==> src/rtl/tinytpu_pkg.sv <==
// Shared types and default widths for the tinytpu output stage.
// Optional build macro: TINYTPU_SER_PARITY_EN appends an even-parity bit to every word.
package tinytpu_pkg;

    localparam int D_W   = 8;
    localparam int N     = 2;
    localparam int ACC_W = 2 * D_W;

`ifdef TINYTPU_SER_PARITY_EN
    localparam bit PARITY_EN = 1'b1;
`else
    localparam bit PARITY_EN = 1'b0;
`endif

    typedef enum logic [0:0] {
        IDLE  = 1'b0,
        SHIFT = 1'b1
    } ser_state_e;

    // Serial bits in one frame, parity bits included.
    function automatic int FRAME_BITS(input int n, input int acc_w, input bit parity);
        return n * n * (acc_w + (parity ? 1 : 0));
    endfunction

endpackage

==> src/rtl/tpu_frame_counter.sv <==
// Bit/word position tracker for one serial frame.
// Bits run 0..WORD_LEN-1 within each word, and words run 0..NUM_WORDS-1.
module tpu_frame_counter import tinytpu_pkg::*; #(
    parameter int ACC_W     = tinytpu_pkg::ACC_W,
    parameter int WORD_LEN  = tinytpu_pkg::ACC_W,
    parameter int NUM_WORDS = 4,
    localparam int BCW = $clog2(ACC_W + 1),
    localparam int WCW = (NUM_WORDS > 1) ? $clog2(NUM_WORDS) : 1
) (
    input  logic           clk,
    input  logic           rst_n,
    input  logic           clear,
    input  logic           advance,
    output logic [BCW-1:0] bit_cnt,
    output logic [WCW-1:0] word_cnt,
    output logic           last_bit_of_word,
    output logic           last_bit_of_frame
);

    logic [BCW-1:0] bit_cnt_q, bit_cnt_d;
    logic [WCW-1:0] word_cnt_q, word_cnt_d;

    assign last_bit_of_word  = (bit_cnt_q == BCW'(WORD_LEN - 1));
    assign last_bit_of_frame = last_bit_of_word && (word_cnt_q == WCW'(NUM_WORDS - 1));
    assign bit_cnt  = bit_cnt_q;
    assign word_cnt = word_cnt_q;

    always_comb begin
        bit_cnt_d  = bit_cnt_q;
        word_cnt_d = word_cnt_q;
        if (clear) begin
            bit_cnt_d  = '0;
            word_cnt_d = '0;
        end else if (advance) begin
            if (last_bit_of_word) begin
                bit_cnt_d  = '0;
                word_cnt_d = last_bit_of_frame ? '0 : word_cnt_q + 1'b1;
            end else begin
                bit_cnt_d = bit_cnt_q + 1'b1;
            end
        end
    end

    always_ff @(posedge clk) begin
        if (!rst_n) begin
            bit_cnt_q  <= '0;
            word_cnt_q <= '0;
        end else begin
            bit_cnt_q  <= bit_cnt_d;
            word_cnt_q <= word_cnt_d;
        end
    end

endmodule

==> src/rtl/tpu_result_serializer.sv <==
// Captures an N*N accumulator matrix in one handshake and streams it MSB-first on data_out_z.
// Optional build macro: TINYTPU_SER_PARITY_EN sends an even-parity bit after each word's LSB.
module tpu_result_serializer import tinytpu_pkg::*; #(
    parameter int D_W   = tinytpu_pkg::D_W,
    parameter int N     = tinytpu_pkg::N,
    parameter int ACC_W = 2 * D_W
) (
    input  logic                 clk,
    input  logic                 rst_n,
    input  logic                 res_valid,
    input  logic [N*N*ACC_W-1:0] res_data,
    output logic                 res_ready,
    input  logic                 tx_pause,
    output logic                 data_out_z,
    output logic                 tx_ready,
    output logic                 busy
);

    localparam int NW       = N * N;
    localparam int WORD_LEN = ACC_W + (PARITY_EN ? 1 : 0);
    localparam int BCW      = $clog2(ACC_W + 1);
    localparam int WCW      = (NW > 1) ? $clog2(NW) : 1;

    ser_state_e                 state_q, state_d;
    logic                       res_ready_q, res_ready_d;
    logic                       tx_ready_q, tx_ready_d;
    logic                       dout_q, dout_d;
    logic                       busy_q, busy_d;
    logic [NW-1:0][ACC_W-1:0]   frame_q, frame_d;

    logic           capture, advance;
    logic [BCW-1:0] bit_cnt, nxt_bit;
    logic [WCW-1:0] word_cnt, nxt_word;
    logic           last_bit_of_word, last_bit_of_frame;
    logic           nxt_val;

    tpu_frame_counter #(
        .ACC_W     (ACC_W),
        .WORD_LEN  (WORD_LEN),
        .NUM_WORDS (NW)
    ) u_cnt (
        .clk               (clk),
        .rst_n             (rst_n),
        .clear             (capture),
        .advance           (advance),
        .bit_cnt           (bit_cnt),
        .word_cnt          (word_cnt),
        .last_bit_of_word  (last_bit_of_word),
        .last_bit_of_frame (last_bit_of_frame)
    );

    // The bit that follows the one currently on the pin; only used when not at end of frame.
    always_comb begin
        nxt_bit  = last_bit_of_word ? '0 : bit_cnt + 1'b1;
        nxt_word = last_bit_of_word ? word_cnt + 1'b1 : word_cnt;
        nxt_val  = 1'b0;
        for (int k = 0; k < NW; k++) begin
            if (nxt_word == WCW'(k)) begin
                for (int b = 0; b < ACC_W; b++) begin
                    if (nxt_bit == BCW'(ACC_W - 1 - b)) nxt_val = frame_q[k][b];
                end
`ifdef TINYTPU_SER_PARITY_EN
                if (nxt_bit == BCW'(ACC_W)) nxt_val = ^frame_q[k];
`endif
            end
        end
    end

    always_comb begin
        state_d     = state_q;
        res_ready_d = res_ready_q;
        tx_ready_d  = tx_ready_q;
        dout_d      = dout_q;
        frame_d     = frame_q;
        capture     = 1'b0;
        advance     = 1'b0;
        case (state_q)
            IDLE: begin
                res_ready_d = 1'b1;
                if (res_valid && res_ready_q) begin
                    capture     = 1'b1;
                    frame_d     = res_data;
                    state_d     = SHIFT;
                    res_ready_d = 1'b0;
                    tx_ready_d  = 1'b1;
                    dout_d      = res_data[ACC_W-1];
                end
            end
            SHIFT: begin
                if (!tx_pause) begin
                    advance = 1'b1;
                    if (last_bit_of_frame) begin
                        state_d     = IDLE;
                        res_ready_d = 1'b1;
                        tx_ready_d  = 1'b0;
                        dout_d      = 1'b0;
                    end else begin
                        dout_d = nxt_val;
                    end
                end
            end
            default: state_d = IDLE;
        endcase
        busy_d = (state_d == SHIFT);
    end

    always_ff @(posedge clk) begin
        if (!rst_n) begin
            state_q     <= IDLE;
            res_ready_q <= 1'b0;
            tx_ready_q  <= 1'b0;
            dout_q      <= 1'b0;
            busy_q      <= 1'b0;
        end else begin
            state_q     <= state_d;
            res_ready_q <= res_ready_d;
            tx_ready_q  <= tx_ready_d;
            dout_q      <= dout_d;
            busy_q      <= busy_d;
        end
    end

    // Frame contents are don't-care until a capture, so no reset is needed.
    always_ff @(posedge clk) begin
        frame_q <= frame_d;
    end

    assign res_ready  = res_ready_q;
    assign tx_ready   = tx_ready_q;
    assign data_out_z = dout_q;
    assign busy       = busy_q;

endmodule
==> config.mk <==
export PLATFORM = sky130hd
export DESIGN_NAME = tpu_result_serializer
export DESIGN_NICKNAME = d
export VERILOG_FILES = /design/src/rtl/tinytpu_pkg.sv /design/src/rtl/tpu_frame_counter.sv /design/src/rtl/tpu_result_serializer.sv
export SDC_FILE = /design/constraint.sdc
export NUM_CORES = 1
export LEC_CHECK = 0
export ABC_AREA = 0
export CAP_MARGIN = 20
export CORE_MARGIN = 2
export CORE_UTILIZATION = 55
export DETAILED_ROUTE_END_ITERATION = 6
export PLACE_DENSITY = 0.81
export REMOVE_ABC_BUFFERS = 1
export SLEW_MARGIN = 20
export SYNTH_ARGS = -nofsm -noshare
export SYNTH_HDL_FRONTEND = slang
export SYNTH_SLANG_ARGS = --single-unit
==> constraint.sdc <==
create_clock -name clk -period 6.6 [get_ports clk]
set_clock_uncertainty 0.05 [all_clocks]
set_input_delay 0.99 -clock clk [delete_from_list [all_inputs] [get_ports clk]]
set_output_delay 0.99 -clock clk [all_outputs]
set_load 0.01 [all_outputs]
==> results of run 1 <==
power groups by stage:
stage               logic (W)  registers (W)  clock network (W)
floorplan           0.0000457       0.000559                  0
global placement     0.000107       0.000559                  0
detailed placement   0.000108       0.000560                  0
CTS                  0.000109       0.000549           0.000352
global route         0.000117       0.000551           0.000373
finish               0.000109       0.000549           0.000348
worst paths after layout:
| path | startpoint | endpoint | slack, ns | cells after the start |
|---|---|---|---|---|
| setup / recovery | u_cnt.bit_cnt[0]$_SDFFE_PP0P_ | data_out_z$_SDFFE_PN0P_ | 3.08 | 10 |
| hold / removal | tx_ready$_SDFFE_PN0P_ | tx_ready$_SDFFE_PN0P_ | 0.43 | 2 |
| setup reg to reg | u_cnt.bit_cnt[0]$_SDFFE_PP0P_ | data_out_z$_SDFFE_PN0P_ | 3.08 | 10 |
| hold reg to reg | tx_ready$_SDFFE_PN0P_ | tx_ready$_SDFFE_PN0P_ | 0.43 | 2 |
flip-flops by register name, indices dropped and copies added (netlist names):
register and flops:
tx_ready 1, data_out_z 1, u_cnt.word_cnt 2, u_cnt.bit_cnt 5
busy 1, frame_q 64, res_ready 1
cell usage in the layout, fill, tap and decap left out, drive strengths merged, types with 9 or more instances in the layout:
master and count:
a21oi 16, clkbuf 9, clkdlybuf4s50 71, dfxtp 11, edfxtp 64, inv 10, nand2 33, nand3 12
nor2 28, o21ai 16
per-stage QoR:
step                      setup slack, ns  hold slack (ns)  total power [W]  cells
after floorplan                      3.37            0.445         0.000605    301
after global placement               3.17            0.422         0.000666    454
after detailed placement             3.06            0.423         0.000668    454
after CTS                            3.03            0.435          0.00101    470
after global routing                 2.84            0.459          0.00104    471
final                                3.08            0.433          0.00101    471
worst max-delay path: cells and delay by family (launching register included):
| family | cells | cell delay (ns) |
|---|---|---|
| flops | 1 | 0.30 |
| fa+ha+maj | 1 | 0.88 |
| simple gates | 3 | 0.92 |
| buf+inv | 2 | 0.53 |
| compound gates | 4 | 0.73 |
kinds of logic (layout without fill, tap and decap cells):
logic type,after synthesis,in the layout,share of synthesized area [%]
compound gates,96,96,20.1
xor+xnor,1,1,0.233
fa+ha+maj,6,6,1.73
buf+inv,25,100,3.99
flops,75,75,56.9
mux,5,5,1.39
simple gates,108,108,15.7
metal layers:
layer | wire length, um | track usage (%) | part of all wire [%] | vias up
met5 | 0 | 0 | 0 | -
met4 | 256 | 13.4 | 2.8 | 0
met3 | 624 | 5.24 | 6.7 | 23
met2 | 4560 | 40.8 | 49 | 170
met1 | 3830 | 35.0 | 41 | 1396
li1 | - | - | - | 1372
area by class of cell:
cell class | instances | area [sq um]
clock inverter | 7 | 68.8
clock buffer | 9 | 124
multi-input combinational | 216 | 1480
sequential | 75 | 2140
fill | 493 | 2040
inverter | 10 | 37.5
tap | 80 | 100
timing repair buffer | 74 | 733
==> reports/results.tsv, run 1 <==
stage	metric	value	unit
run_status	status	completed	
yosys	synth-edff-count	64	
power_and_ir_drop	seqPwrFrac	54.6	%
route	vias	2961	
route	final_antenna_net_count	0	
worst_setup_path	cp-start-kind	flop	
die	core_region_area	0.00672	sq mm
yosys	ys_warn_count	0	
clocking	clk_pin_slew_worst_paths	0.08	ns
yosys	synth_common_cells	64 x edfxtp_1, 32 x nand2_1, 27 x nor2_1	
yosys	synth.largest_area_cell	edfxtp_1	
clocking	cts_buffers	9	
finish	drive_above_1_share	11.8	%
clocking	postCtsSetupRepairBufs	0	
power_and_ir_drop	p_sw	0.000234	W
die	num_rows	30	
worst_setup_path	cp_cell_sequence	buf_4 -> ha_1 -> inv_1 -> nor2_1 -> nand2_1 -> o22ai_1 -> a221oi_2 -> nor4_2 -> o31ai_1 -> a41oi_1	
timing	max_freq	284	MHz
clocking	hold_buffers	0	
die	dieArea	0.00753	sq mm
global_routing	gr-total-overflow	0	
timing	tns	0	ns
worst_setup_path	required	6.83	ns
finish	antennaDiodeCount	0	
finish	postLayoutCoreUtil	69.7	%
route	dr.pass1.iters	5	
clocking	clk_path_buf_depth	2	
power_and_ir_drop	p_int	0.000771	W
timing	timing_hold_violations_final	0	
power_and_ir_drop	leakage	1.60	nW
die	dieWidth	86.8	um
yosys	synthCells	316	
die	die_h	86.8	um
clocking	cts_max_level	3	
yosys	ys_seq_area_share	56.9	%
yosys	ys.flop_type	edfxtp_1	
power_and_ir_drop	ir_drop	0.151	mV
job	max_cap_viol_count	0	
clocking	root_buffer	clkbuf_8	
worst_hold_path	hold_path.class	reg -> reg	
yosys	synth_most_common_cell	edfxtp_1	
worst_setup_path	worstPathArrival	3.75	ns
placement	routabilityCongestion	0.955	
yosys	synthesis.area	0.00377	sq mm
route	drc	0	
power_and_ir_drop	power.share.switching	23.2	%
global_routing	grt_util_all_layers	26.2	%
yosys	synth.ff_latch_count	75	
finish	area_growth	24.2	%
global_routing	grt_pass1_vias	2914	
worst_setup_path	crit_type	reg -> reg	
timing	setup_viol_count_final	0	
timing	post-route-min-period	3.52	ns
die	pin_count	72	
die	initial_utilization	56.1	%
finish	fin_nets	456	
route	first_iter_violations	349	
timing	worst_pin_slew	0.843	ns
yosys	syn_avg_cell_area	11.9	sq um
finish	fin_area	0.00468	sq mm
yosys	ys_types	68	
route	wirelength	9270	um
timing	slew_headroom	43.8	%
power_and_ir_drop	p_per_area	215	mW/mm^2
placement	placed_cell_area	0.00448	sq mm
timing	slew_violations	0	
clocking	cts_tree	yes	
clocking	clock-sinks	75	
placement	dpl.hpwl	6630	um
worst_setup_path	crit_fanout	28	
yosys	synth_top_area_share	51.0	%
power_and_ir_drop	p_clk_share	34.6	%
clocking	clock_latency	0.35	ns
power_and_ir_drop	p_comb_share	10.8	%
timing	rsz0062_at_grt	false	
global_routing	grt_pass1_wl	14800	um
placement	portBuffers	71	
global_routing	grt_max_degree	65	
route	routed_via_density	6.29	
yosys	async_reset_ff_share	0	%
worst_setup_path	end_kind	flop	
global_routing	antenna_found_initial	0	
yosys	yosys-top-cells-area	edfxtp_1 51%, dfxtp_1 5.8%, nand2_1 3.2%, nor2_1 2.7%, o21ai_0 2.1%	
worst_setup_path	crit_path_max_incr_delay	0.88	ns
timing	fin_crit_sh	53.3	%
route	wire_per_inst	19.7	um
clocking	cts_resized	0	
worst_setup_path	cp_slowest_cell	ha_1	
Power figures use the tool's default switching activity.
==> run 2, diff against run 1 <==
--- a/config.mk
+++ b/config.mk
@@ -8,9 +8,9 @@
 export ABC_AREA = 0
 export CAP_MARGIN = 20
 export CORE_MARGIN = 2
-export CORE_UTILIZATION = 55
+export CORE_UTILIZATION = 47
 export DETAILED_ROUTE_END_ITERATION = 6
-export PLACE_DENSITY = 0.81
+export PLACE_DENSITY = 0.73
 export REMOVE_ABC_BUFFERS = 1
 export SLEW_MARGIN = 20
 export SYNTH_ARGS = -nofsm -noshare
==> constraint.sdc (replaced) <==
create_clock -name clk -period 3.1 [get_ports clk]
set_clock_uncertainty 0.05 [all_clocks]
set_input_delay 0.465 -clock clk [delete_from_list [all_inputs] [get_ports clk]]
set_output_delay 0.465 -clock clk [all_outputs]
set_load 0.01 [all_outputs]
==> run 2 against run 1 <==
Maximum frequency increased by 23%. Cell count increased by 7.4%. Die area increased by 16%. Flip-flop and latch count unchanged. Non-clock buffer count increased by 13. First-iteration DRC count decreased by 26%. Setup slack got worse by 2.8 ns. Power increased by 120%. Global-route usage decreased by 3.8 points. Critical path depth increased by 1.
==> reports/results.tsv, run 2 (same netlist as run 1, synthesis figures left out) <==
stage	metric	value	unit
global_routing	gr-total-overflow	0	
power_and_ir_drop	leakage	1.68	nW
worst_setup_path	reg2reg_depth	11	
global_routing	grt_max_degree	65	
timing	fin_crit_sh	92.3	%
power_and_ir_drop	p_sw	0.000497	W
timing	slew_violations	0	
timing	slew_headroom	53.9	%
power_and_ir_drop	p_per_area	461	mW/mm^2
route	drc	0	
timing	setup_viol_count_final	0	
placement	dp.cells	490	
die	pin_count	72	
die	dieWidth	93.5	um
timing	timing_hold_violations_final	0	
placement	routabilityCongestion	0.980	
global_routing	grt_pass1_wl	14800	um
worst_setup_path	reg2reg_slack	0.24	ns
clocking	root_buffer	clkbuf_8	
timing	max_freq	350	MHz
power_and_ir_drop	ir_drop	0.281	mV
finish	layout_commonest_cell	clkdlybuf4s50_1	
finish	multi_input_area	0.00148	sq mm
finish	fin_cells	506	
clocking	hold_buffers	0	
route	wirelength	9170	um
die	num_rows	32	
route	first_iter_violations	258	
power_and_ir_drop	power.share.switching	22.2	%
clocking	postCtsSetupRepairBufs	0	
route	final_antenna_net_count	0	
placement	portBuffers	71	
die	die_h	93.5	um
die	core_region_area	0.00773	sq mm
global_routing	grt_util_all_layers	22.4	%
timing	tns	0	ns
finish	layout_common_cells	71 x clkdlybuf4s50_1, 64 x edfxtp_1, 32 x nand2_1	
finish	largest_reg_flops	64	
worst_setup_path	end_kind	flop	
timing	rsz0062_at_grt	false	
clocking	cts_resized	0	
route	routed_via_density	5.81	
finish	antennaDiodeCount	0	
power_and_ir_drop	p_clk_share	37.1	%
placement	placed_cell_area	0.00463	sq mm
global_routing	grt_pass1_vias	2920	
finish	regArea	0.00214	sq mm
run_status	status	completed	
die	dieArea	0.00875	sq mm
worst_setup_path	required	3.26	ns
finish	fin_area	0.00485	sq mm
clocking	cts_tree	yes	
worst_setup_path	worstPathArrival	3.02	ns
route	dr.pass1.iters	5	
worst_hold_path	holdPathEnd	res_ready$_SDFFE_PN0P_	
worst_setup_path	reg2reg_from	u_cnt.bit_cnt[1]$_SDFFE_PP0P_	
finish	fillers	620	
route	wire_per_inst	18.1	um
worst_setup_path	crit_fanout	7	
clocking	clock_latency	0.34	ns
timing	worst_pin_slew	0.691	ns
worst_hold_path	whs_path_depth	2	
power_and_ir_drop	seqPwrFrac	52.3	%
worst_hold_path	hold_path_startpoint	res_ready$_SDFFE_PN0P_	
clocking	clock-sinks	75	
finish	fin_nets	469	
worst_setup_path	cp-start-kind	flop	
power_and_ir_drop	p_comb_share	10.6	%
worst_setup_path	crit_type	reg -> reg	
timing	post-route-min-period	2.86	ns
worst_hold_path	hold_path.class	reg -> reg	
finish	top_register	frame_q	
finish	drive_above_1_share	14.6	%
clocking	cts_max_level	3	
power_and_ir_drop	p_int	0.00174	W
route	vias	2938	
finish	area_growth	28.7	%
placement	dpl.hpwl	6760	um
worst_setup_path	reg2reg_to	data_out_z$_SDFFE_PN0P_	
clocking	cts_buffers	9	
clocking	clk_pin_slew_worst_paths	0.08	ns
job	max_cap_viol_count	0	
die	initial_utilization	48.8	%
global_routing	antenna_found_initial	0	
clocking	clk_path_buf_depth	2	
==> run 2: cell count changes in the layout (fill, tap and decap cells not counted) <==
cell        change
bufinv_16       +1
buf_4          +12
inv_6           +2
clkinv_2        -2
buf_12          +1
clkinvlp_4      -1
==> run 2: routing by layer <==
layer	vias to the layer above	track usage (%)	part of all wire (%)
li1	1412	-	-
met1	1371	30.6	44
met2	131	33.7	46
met3	24	6.45	7.7
met4	0	8.82	2.8
met5	-	0	0
==> run 2: worst max path at each step <==
stage / startpoint / end / slack (ns) / cells past startpoint
after global placement: u_cnt.bit_cnt[1]$_SDFFE_PP0P_ / data_out_z$_SDFFE_PN0P_ / 0.29 / 9
final: u_cnt.bit_cnt[1]$_SDFFE_PP0P_ / data_out_z$_SDFFE_PN0P_ / 0.24 / 11
after global routing: u_cnt.bit_cnt[1]$_SDFFE_PP0P_ / data_out_z$_SDFFE_PN0P_ / 0.001 / 10
after CTS: u_cnt.bit_cnt[1]$_SDFFE_PP0P_ / data_out_z$_SDFFE_PN0P_ / 0.28 / 10
after floorplan: u_cnt.bit_cnt[0]$_SDFFE_PP0P_ / data_out_z$_SDFFE_PN0P_ / -0.13 / 8
after detailed placement: u_cnt.bit_cnt[1]$_SDFFE_PP0P_ / data_out_z$_SDFFE_PN0P_ / 0.31 / 11
==> run 2: layout make-up <==
cell class | instances | share of cell area (%)
timing repair buffer | 87 | 17.4
sequential | 75 | 44.2
tap | 102 | 2.63
clock inverter | 7 | 2.04
multi-input combinational | 216 | 30.4
clock buffer | 9 | 2.55
inverter | 10 | 0.774
==> run 2: power groups by stage <==
stage | Clock (W) | Sequential (W) | Combinational [W]
6_report | 0.000829 | 0.00117 | 0.000237
5_1_grt | 0.000896 | 0.00117 | 0.000258
4_1_cts | 0.000851 | 0.00117 | 0.000238
3_5_place_dp | 0 | 0.00119 | 0.000237
3_3_place_gp | 0 | 0.00119 | 0.000236
2_1_floorplan | 0 | 0.00119 | 0.0000973
==> run 2: stage by stage <==
stage	power, W	setup WS (ns)	utilization, %	hold slack (ns)
final	0.00223	0.240	62.7	0.457
after global routing	0.00232	0.00148	62.7	0.492
after CTS	0.00226	0.275	62.7	0.453
after detailed placement	0.00143	0.305	59.9	0.439
after global placement	0.00142	0.291	59.9	0.425
after floorplan	0.00129	-0.130	-	0.445
==> run 2: critical path, stage by stage, from the launching register on <==
cell      delay (ns)
dfxtp_1         0.43
ha_1            0.25
buf_4           0.22
nor2b_4         0.08
a21boi_4        0.21
o22ai_1         0.24
buf_4           0.25
a31oi_1         0.17
o221ai_1        0.14
or2_1           0.26
o32ai_1         0.27
a41oi_1         0.14
==> run 3, diff against run 2 <==
--- a/config.mk
+++ b/config.mk
@@ -16,3 +16,4 @@
 export SYNTH_ARGS = -nofsm -noshare
 export SYNTH_HDL_FRONTEND = slang
 export SYNTH_SLANG_ARGS = --single-unit
+export TNS_END_PERCENT = 20
==> results of run 3 <==
Final layout, timing and power as in run 2 (identical DEF).
==> edit 1, RTL diff (flow settings as in run 3) <==
The package constant `N` goes from 2 to 4.
--- a/src/rtl/tinytpu_pkg.sv
+++ b/src/rtl/tinytpu_pkg.sv
@@ -3,7 +3,7 @@
 package tinytpu_pkg;
 
     localparam int D_W   = 8;
-    localparam int N     = 2;
+    localparam int N     = 4;
     localparam int ACC_W = 2 * D_W;
 
 `ifdef TINYTPU_SER_PARITY_EN
Interface: changed (resized res_data); port bits go from 72 to 264. No check against the original RTL was run, so the function may have changed too.
==> edit 1 against run 3 <==
The run now ends with setup timing left. Cell area rose to 3.8 times the old value. Clock power rose to 4.1 times the old value. First-iteration DRC count rose to 6.4 times the old value. Sequential cell count up 194. Routed wire length rose to 5.2 times the old value. Largest power group unchanged. Worst hold slack worse by 0.060 ns. Via count rose to 3.9 times the old value. Utilization up 11 points. Worst setup slack worse by 0.72 ns. Power rose to 3.8 times the old value. Final cell count rose to 3.7 times the old value. Critical endpoint unchanged. Synthesized area rose to 3.2 times the old value.
==> edit 1: results (changes against run 3) <==
** Worst hold path
- Hold EP :: frame_q[59]$_DFFE_PP_
- Class of the worst hold path :: primary input to flip-flop
- The worst hold path depth is 1 (-1).

** Setup path
- The arrival time at the worst endpoint was 4.00 ns (+0.98 ns).
- The number of cells on the worst reg-to-reg path is 16 (+5).
- The maximum fanout count along the critical path is 12 (+5).
- For this design, the slowest cell found on the critical path is dfxtp_2.

** Logic synthesis
- Ranked by total cell area, the synthesized netlist is headed by edfxtp_1 64%, nand2_1 3.0%, o21ai_0 2.7%.
- Ranked by instance count, the synthesized netlist is headed by 256 x edfxtp_1, 96 x nand2_1, 80 x nor2_1, 64 x o21ai_0, 61 x a21oi_1.

** Clock network
- Clock insertion delay at the later pin of the skew report :: 0.57 ns (+0.23 ns)
- Number of buffers created by CTS :: 28 (+19)
- The post-cts sizing count came to 71 (+71).

** Route
- Total number of vias :: 11340 (+290%)
- The met3 wire length came to 4704 um (+570%).
- The total wire length is 47670 um (+420%).
- Routed length on met2 :: 21900 um (+420%)

** Final layout
- Final layout net count :: 1775 (+280%)

** Timing
- The number of endpoints failing setup at the final stage came to 1 (+1).
- Worst Setup Slack, final :: -0.4811 ns (-0.7214 ns)

** Run status
- The run finished, with violations left.
- Violations in the final reports :: setup timing

** Placement
- The final RePlAce weighted congestion came to 1.031 (+5.2%).
- HPWL reported at the end of detailed placement :: 36970 um (+450%)

** Pwr
- The post-route total power is 8447 uW (+280%).
- The leakage power was 0.006794 uW (+300%).

** Global route
- The routing usage on met1 is 0.4830 (+0.1769).
- The number of antenna violations at the first check in global routing was 2 (+2).
[edit 1: changes by cell type after synthesis, sizes merged, moves of 12 or more]
cell / delta
clkbuf: +27
a211oi: +16
nor2: +53
o211ai: +12
nand3: +16
o22ai: +20
edfxtp: +192
nor3: +18
o21ai: +59
a21oi: +49
nand2: +65
[edit 1: stage by stage]
step                utilization  instances  setup TNS (ns)  hold WS, ns
finish                   0.7402       1862         -0.4811       0.3964
global route             0.7401       1861         -0.5832       0.3884
CTS                      0.7290       1853         -0.4294       0.3838
detailed placement       0.6745       1787         -0.8634       0.4267
global placement         0.6745       1787         -0.8280       0.4287
floorplan                     -        931         -803.43       0.4519
[edit 1: cell type report]
type | count | area share
sequential | 269 | 0.4267
timing repair buffer | 548 | 0.2660
multi-input combinational | 647 | 0.2315
clock buffer | 31 | 0.03820
tap | 330 | 0.02215
clock inverter | 21 | 0.01188
inverter | 15 | 0.003424
antenna | 1 | 0.0001343
==> edit 2, RTL diff (config.mk and constraints of run 3) <==
Without the edit above. Make the reset (`rst_n`) asynchronous in 2 clocked blocks.
--- a/src/rtl/tpu_frame_counter.sv
+++ b/src/rtl/tpu_frame_counter.sv
@@ -41,7 +41,7 @@
         end
     end
 
-    always_ff @(posedge clk) begin
+    always_ff @(posedge clk or negedge rst_n) begin
         if (!rst_n) begin
             bit_cnt_q  <= '0;
             word_cnt_q <= '0;
--- a/src/rtl/tpu_result_serializer.sv
+++ b/src/rtl/tpu_result_serializer.sv
@@ -104,7 +104,7 @@
         busy_d = (state_d == SHIFT);
     end
 
-    always_ff @(posedge clk) begin
+    always_ff @(posedge clk or negedge rst_n) begin
         if (!rst_n) begin
             state_q     <= IDLE;
             res_ready_q <= 1'b0;
Check against the original RTL: differs if rst_n is asserted again (counterexample within 4 cycles, from zero or initial values and one cycle with rst_n low); with rst_n held inactive, the same outputs for 10 cycles.
==> edit 2 against run 3 <==
Synthesized area grew 0.37%. Global-route usage grew 1.4 points. Synthesized cell count shrank 1.6%. Critical endpoint is now data_out_z$_DFFE_PN0P_. Cell area grew 0.18%. Worst setup slack lost 0.061 ns. Largest cell class unchanged. Routed wire length grew 8.0%. Sequential cell count is the same.
Power is not compared: it rests on default switching activity, and its combinational part moved more than twofold at a synthesized area within 25%.
==> edit 2: results (changes against run 3) <==
** Global route
- First-pass GRT wire length :: 15640 um (+5.5%)
- Global-route track usage on met1 :: 0.3390 (+0.03282)
- Largest net degree at the start of global routing :: 46 (-29%)
- Global-route met2 utilization :: 0.3589 (+0.02200)
- The met3 usage is 0.04575 (-0.01872).
- The number of antenna violations at the first check in global routing came to 0 (unchanged).
- The via count of the first global-routing pass came to 2967 (+1.6%).
- Global-route usage over all layers :: 0.2382 (+0.01449)

** Final layout
- The number of nets in the layout came to 468 (-0.21%).
- Count of antenna diodes in the layout :: 0 (unchanged)
- The count of placed standard cells in the final layout, fillers left out is 505 (-0.20%).
- The final-layout fill cell count was 638 (+2.9%).
- The final core utilization was 0.6253 (-0.002107).
- Fraction of layout cells with a size suffix above 1 :: 0.1514 (+0.005325)

** Setup path
- The number of cells on the worst reg-to-reg path was 9 (-2).
- The arrival time at the worst endpoint is 3.11 ns (+0.09 ns).
- The startpoint identified for the worst register-to-register timing path is u_cnt.bit_cnt[3]$_DFFE_PN0P_.
- Critical-path cell with the highest stage delay :: dfrtp_1
- Following the worst setup path forward leads to its endpoint at data_out_z$_DFFE_PN0P_.
- Launching element type of the critical path :: flip-flop
- The maximum fanout count along the critical path was 15 (+8).
- Critical path's largest stage delay :: 0.67 ns (+0.24 ns)

** Logic synthesis
- Instance count of the mapped netlist :: 311 (-1.6%)
- The area fraction in compound gates after synthesis is 0.2058 (+0.005226).
- The async set or reset register ratio after synthesis was 0.1467 (+0.1467).
- Sequential-to-total area share from yosys stat :: 0.5811 (+0.01249)
- Distinct cells, synth :: 77 (+13%)
- The post-synthesis mux area share came to 0.01952 (+0.005575).
- Most area-consuming cells after synthesis :: edfxtp_1 51%, dfrtp_1 7.3%, nor2_1 2.6%
- Commonest cells post-synth :: 64 x edfxtp_1, 26 x nor2_1, 21 x nand2_1, 17 x a21oi_1, 17 x o21ai_0
- The post-synthesis share of cell area spent on xor and xnor gates came to 0.006949 (+0.004624).
- Adder and majority gate portion of the synthesized area :: 0.01191 (-0.005357)

** Route
- The routed wire length on met2 is 4631 um (+9.7%).
- Routed metal-1 wire length :: 4430 um (+11%)
- The via density per instance was 5.853 (+0.81%).
- Detailed-route wire length per cell :: 19.60 um (+8.2%)
- Detailed router's first-iteration violation count :: 203 (-21%)

** Placement
- The final RePlAce weighted congestion was 0.9669 (-1.3%).
- Number of placed cells counting well taps :: 489 (-0.20%)
- HPWL reported at the end of detailed placement :: 7272 um (+7.6%)
- The worst setup slack before clock tree synthesis came to 0.08782 ns (-0.2172 ns).

** Pwr
- Summed over all cells, the static leakage comes to roughly 0.0018 uW.

** Timing
- Transition at the pin with the smallest max-transition slack :: 0.6492 ns (-0.04180 ns)
- The worst hold slack across all endpoints was 0.4151 ns (-0.04171 ns).
- The final worst setup slack came to 0.1792 ns (-0.06104 ns).

** Worst hold path
- Class of the worst hold path :: primary input to asynchronous set/reset pin

** Run status
- Outcome :: finished clean
-- edit 2: cell types whose count changed after synthesis, sizes merged, moves of 4 or more --
| cell | run 3 | this run |
|---|---|---|
| dfrtp | 0 | 11 |
| dfxtp | 11 | 0 |
| nand2 | 33 | 22 |
| inv | 10 | 4 |
| o221ai | 6 | 0 |
| and2 | 0 | 5 |
| a22oi | 7 | 3 |
| o2111ai | 4 | 0 |
| o32ai | 2 | 6 |
-- edit 2: cell type report --
class,instances,share of cell area
clock buffer,10,0.02628
clock inverter,6,0.008243
inverter,4,0.003091
multi-input combinational,214,0.3019
sequential,75,0.4523
tap,102,0.02628
timing repair buffer,94,0.1819
-- edit 2: report_power, final --
| part | internal [uW] | leakage [uW] | switching [uW] | total [uW] |
|---|---|---|---|---|
| clock | 292 | 0.0000868 | 374 | 666 |
| combinational | 921 | 0.000963 | 1180 | 2100 |
| sequential | 1200 | 0.000713 | 75.9 | 1280 |
